--- src/rtl/window_gen_3x3.sv ---
// window_gen_3x3: streaming 3x3 pixel window generator fed by two external line buffers.
//
// Ports:
//   clk, rst_n            clock, asynchronous active-low reset
//   pix_in, pix_valid     raster-order 8-bit pixel stream, gaps allowed
//   lb0_addr/we/din/dout  line buffer 0 (holds row-1), 1-cycle read, read-before-write
//   lb1_addr/we/din/dout  line buffer 1 (holds row-2), fed by cascading lb0 read data
//   win                   3x3 window, byte 3*i+j = row i (0 oldest), column j (0 oldest)
//   win_valid             win is a complete in-frame window this cycle
//   win_sof, win_eol      first window of frame / last window of line
//                         (present only when WINDOW_GEN_FRAME_FLAGS_EN is defined)
module window_gen_3x3 #(
  parameter int IMG_WIDTH  = 1600,
  parameter int IMG_HEIGHT = 1200
) (
  input  logic        clk,
  input  logic        rst_n,
  input  logic [7:0]  pix_in,
  input  logic        pix_valid,
  output logic [10:0] lb0_addr,
  output logic        lb0_we,
  output logic [7:0]  lb0_din,
  input  logic [7:0]  lb0_dout,
  output logic [10:0] lb1_addr,
  output logic        lb1_we,
  output logic [7:0]  lb1_din,
  input  logic [7:0]  lb1_dout,
  output logic [71:0] win,
`ifdef WINDOW_GEN_FRAME_FLAGS_EN
  output logic        win_sof,
  output logic        win_eol,
`endif
  output logic        win_valid
);
  localparam logic [10:0] LAST_COL = 11'(IMG_WIDTH - 1);
  localparam logic [11:0] LAST_ROW = 12'(IMG_HEIGHT - 1);
  logic [10:0] r_col, r_col_d1, r_col_d2;
  logic [11:0] r_row, r_row_d1, r_row_d2;
  logic        r_v1, r_v2;
  logic [7:0]  r_pix_d1, r_pix_d2, r_lb0_d;
  logic [71:0] r_win;
  logic        r_win_valid;
  logic        w_act, w_in_frame;
  // Gate the write port with reset so nothing is written while reset is held.
  assign w_act      = pix_valid & rst_n;
  assign lb0_addr   = r_col;
  assign lb0_we     = w_act;
  assign lb0_din    = w_act ? pix_in : 8'd0;
  assign lb1_addr   = r_col_d1;
  assign lb1_we     = r_v1;
  assign lb1_din    = r_v1 ? lb0_dout : 8'd0;
  // Rows 0-1 and the first two columns of each line hold stale/wrapped data.
  assign w_in_frame = r_v2 && (r_col_d2 >= 11'd2) && (r_row_d2 >= 12'd2);
  assign win        = r_win;
  assign win_valid  = r_win_valid;
  always_ff @(posedge clk or negedge rst_n) begin
    if (!rst_n) begin
      r_col       <= '0;
      r_row       <= '0;
      r_col_d1    <= '0;
      r_row_d1    <= '0;
      r_col_d2    <= '0;
      r_row_d2    <= '0;
      r_v1        <= 1'b0;
      r_v2        <= 1'b0;
      r_pix_d1    <= '0;
      r_pix_d2    <= '0;
      r_lb0_d     <= '0;
      r_win       <= '0;
      r_win_valid <= 1'b0;
    end else begin
      if (pix_valid) begin
        r_col <= (r_col == LAST_COL) ? 11'd0 : r_col + 11'd1;
        if (r_col == LAST_COL) r_row <= (r_row == LAST_ROW) ? 12'd0 : r_row + 12'd1;
      end
      r_v1        <= pix_valid;
      r_col_d1    <= r_col;
      r_row_d1    <= r_row;
      r_pix_d1    <= pix_in;
      r_v2        <= r_v1;
      r_col_d2    <= r_col_d1;
      r_row_d2    <= r_row_d1;
      r_pix_d2    <= r_pix_d1;
      r_lb0_d     <= lb0_dout;
      r_win_valid <= w_in_frame;
      // Each row drops its oldest byte and takes the new column byte at j=2.
      if (r_v2) r_win <= {r_pix_d2, r_win[71:56], r_lb0_d, r_win[47:32], lb1_dout, r_win[23:8]};
    end
  end
`ifdef WINDOW_GEN_FRAME_FLAGS_EN
  logic r_sof, r_eol;
  assign win_sof = r_sof;
  assign win_eol = r_eol;
  always_ff @(posedge clk or negedge rst_n) begin
    if (!rst_n) begin
      r_sof <= 1'b0;
      r_eol <= 1'b0;
    end else begin
      r_sof <= w_in_frame && (r_row_d2 == 12'd2) && (r_col_d2 == 11'd2);
      r_eol <= w_in_frame && (r_col_d2 == LAST_COL);
    end
  end
`endif
endmodule

--- config.mk ---
export PLATFORM = sky130hd
export DESIGN_NAME = window_gen_3x3
export DESIGN_NICKNAME = d
export VERILOG_FILES = /design/src/rtl/window_gen_3x3.sv
export SDC_FILE = /design/constraint.sdc
export NUM_CORES = 1
export LEC_CHECK = 0
export ABC_AREA = 1
export ABC_CLOCK_PERIOD_IN_PS = 2400
export CORE_MARGIN = 4
export CORE_UTILIZATION = 45
export DETAILED_ROUTE_END_ITERATION = 6
export DONT_BUFFER_PORTS = 1
export GPL_ROUTABILITY_DRIVEN = 0
export MAX_ROUTING_LAYER = met4
export PLACE_DENSITY = 0.62
export RECOVER_POWER = 50
export SLEW_MARGIN = 5
export SYNTH_ARGS = -nofsm -noshare
export SYNTH_HDL_FRONTEND = slang
export SYNTH_SLANG_ARGS = --single-unit
--- constraint.sdc ---
create_clock -name clk -period 2.4 [get_ports clk]
set_input_delay 0.24 -clock clk [delete_from_list [all_inputs] [get_ports clk]]
set_output_delay 0.24 -clock clk [all_outputs]
set_load 0.02 [all_outputs]
==> metrics.md <==
| Metric | Value |
|---|---|
| Share of cells above drive strength 1 | `0.114` |
| Net Count, Synth | `just under 600` |
| Clock Latency Late Sink | `410 ps` |
| Leakage | `~3.4 nW` |
| Final worst setup slack | `about 480 ps` |
| Placement Cell Area | `6200 um2` |
| Port Buf Inserts | `0` |
| CTS tree | `built` |
| Area contributors post-synth | `dfrtp_1 68%, nand2_1 6.1%, inv_1 4.5%` |
| CTS Hold Bufs | `25` |
| Hold Crit Class | `input port to async pin` |
| Final Skew | `between 9 and 10 ps` |
| Cells after Synth | `557` |
| Die ar. | `15300 um2` |
| Vias/cell | `4.89` |
| Final Cycle Share | `0.801` |
| Synth area leader | `dfrtp_1` |
| Largest net degree at the start of global routing | `167` |
| Int Pwr | `between 0.004 and 0.005 W` |
| CTS root buf | `clkbuf_16` |
| Area share of the largest cell type after synthesis | `0.685` |
| Final min period | `1920 ps` |
| Max cap viols | `0` |
| GRT Resource Usage Total | `0.157` |
| Design area | `~7000 um2` |
| Reg2Reg Launch Point | `lb0_addr[3]` |
| Switching Share | `0.280` |
| Row cnt | `42` |
| # setup viols final | `0` |
| Core area | `13200 um2` |
| Most frequent cell after synthesis | `dfrtp_1` |
| Slew Viols, Final | `0` |
| DR vias | `between 3000 and 4000` |
| RSZ-0062 raised after global routing | `false` |
| Slew margin rel. | `0.608` |
| Final hold violations | `165` |
| Yosys warnings | `0` |
| FFs w/ async S/R, synth | `1.00` |
| Remaining Overflow, GRT | `0` |
| Wire length of the first global-routing pass | `18100 um` |
| Synth Register Bits | `about 170` |
| Sequential Power Share | `0.554` |
| Sw Pwr | `0.00184 W` |
| Mapped Area | `6030 um2` |
| Drt wl/cell | `14.7 um` |
| CP Class | `flop to flop` |
| Clk pin slew, worst setup/hold paths | `around 60 ps` |
| Nets | `615` |
| H-tree depth | `4` |
| WP data required | `2670 ps` |
| Gate power share | `0.066` |
| Maximum clock insertion buffer count | `2` |
| Post_cts resized | `0` |
| Post-place setup slack | `a little under 600 ps` |
| Cts bufs inserted | `17` |
| Initial antenna violation count | `0` |
| Number of remaining DRC errors | `0` |
| Critical path launch point type | `flop` |
| Cells after DPL | `718` |
| Most frequent cells after synthesis | `165 x dfrtp_1, 98 x nand2_1, 72 x inv_1` |
| Final wirelength | `11400 um` |
| Critical path endpoint category | `flop` |
| Fin cells | `774` |
| First DRT Iteration DRCs | `288` |
| I/O Pins | `140` |
| Seq/Total Area, Yosys | `0.685` |
| Die H | `124 um` |
| DP HPWL | `about 7700 um` |
| Initial DRT Pass Iterations | `4` |
| Crit path arrival time | `about 2200 ps` |
| Vias in the first global route | `3698` |
| Setup Total Neg Slack | `0 ps` |
| Initial Utilization | `0.457` |
| Die W | `124 um` |
| Antenna Nets Post-Route | `0` |
| P per Cell Area | `940 nW/um2` |
| Setup crit start | `lb0_addr[3]` |
| Util after Layout | `0.531` |
| Unique masters post-synth | `27` |
| Worst vdd ir | `slightly below 0.5 mV` |
| CTS sink count | `165` |
| Slew at the pin closest to its max-slew limit | `587 ps` |
| Ys flop type | `dfrtp_1` |
| Min Hold Slack | `-482 ps` |
| Post-synth EDFFs | `0` |
| Outcome | `complete, but fails checks` |
| Mapped Avg Cell Area | `~11 um2` |
| Critical path peak fanout | `11` |
| Ant. Diodes | `0` |
| Clock Power Share | `0.379` |
| Failing checks | `negative hold slack` |
| Area grow syn2layout | `16.2%` |
| F_max | `520 MHz` |
worst max-delay path: stages, from the launching register on:
cell	delay, ps
dfrtp_1	320
clkbuf_1	460
nand2_2	160
nor2_1	150
nand4_1	420
nand2_1	180
o21ai_0	100
registers in the layout, summed over array words and instances (netlist names), 10 cells and up:
| name | flops |
|---|---|
| win | 72 |
| r_row_d1 | 11 |
| r_row_d2 | 11 |
| r_row | 12 |
| r_col_d2 | 10 |
| lb1_addr | 11 |
| lb0_addr | 11 |
per-layer routing:
layer	part of all wire	GRT usage
met5	0	-
met4	0.015	0.0637
met3	0.091	0.0572
met1	0.41	0.186
met2	0.49	0.245
power by group through the flow:
stage	Clock [W]	Sequential [W]	Combinational, W
after detailed placement	0	0.00371	0.000411
after global routing	0.00270	0.00370	0.000498
after CTS	0.00257	0.00366	0.000451
after floorplan	0	0.00362	0.000322
after global placement	0	0.00370	0.000394
final	0.00250	0.00365	0.000438
stage by stage:
stage	total power, W	hold WS (ps)
finish	0.00659	-482
global route	0.00690	-511
CTS	0.00669	-502
detailed placement	0.00413	-52.0
global placement	0.00410	-51.8
floorplan	0.00395	-55.6
cell families after synthesis:
logic type      Yosys count  synth area share
fa+ha+maj                 2           0.00415
buf+inv                  91            0.0610
flops                   165             0.685
compound gates           61            0.0510
simple gates            209             0.147
xor+xnor                  5           0.00726
mux                      24            0.0448
cell type report:
| cell class | instances | area [um2] |
|---|---|---|
| clock buffer | 22 | 494 |
| inverter | 72 | 270 |
| fill | 1116 | 6180 |
| tap | 176 | 220 |
| multi-input combinational | 301 | 1530 |
| timing repair buffer | 29 | 289 |
| clock inverter | 9 | 68.8 |
| sequential | 165 | 4130 |
repair_timing:
item	4_1_cts	5_1_grt
buffers inserted	0	0
hold endpoints to repair	193	165
endpoints found under the setup margin	0	0
layout by cell type, fill, tap and decap left out, drive strengths merged, types with 3 or more instances in the layout:
cell	count
nor3	7
xor2	3
mux2	24
nand2	102
clkbuf	23
dlygate4sd3	25
o21ai	34
buf	3
clkinv	5
nor2	71
dfrtp	165
a21oi	26
nand3	19
inv	74
nand4	7
worst paths after layout:
kind	to	slack, ps	cells after the start
max in group asynchronous	lb0_addr[0]	2660	0
hold / removal	win[49]	-480	0
hold reg to reg	r_pix_d2[4]	350	0
min in group clk	r_pix_d2[4]	350	0
setup / recovery	r_row[8]	480	6
setup reg to reg	r_row[8]	480	6
Note: power is estimated with default switching activity, not from simulation.
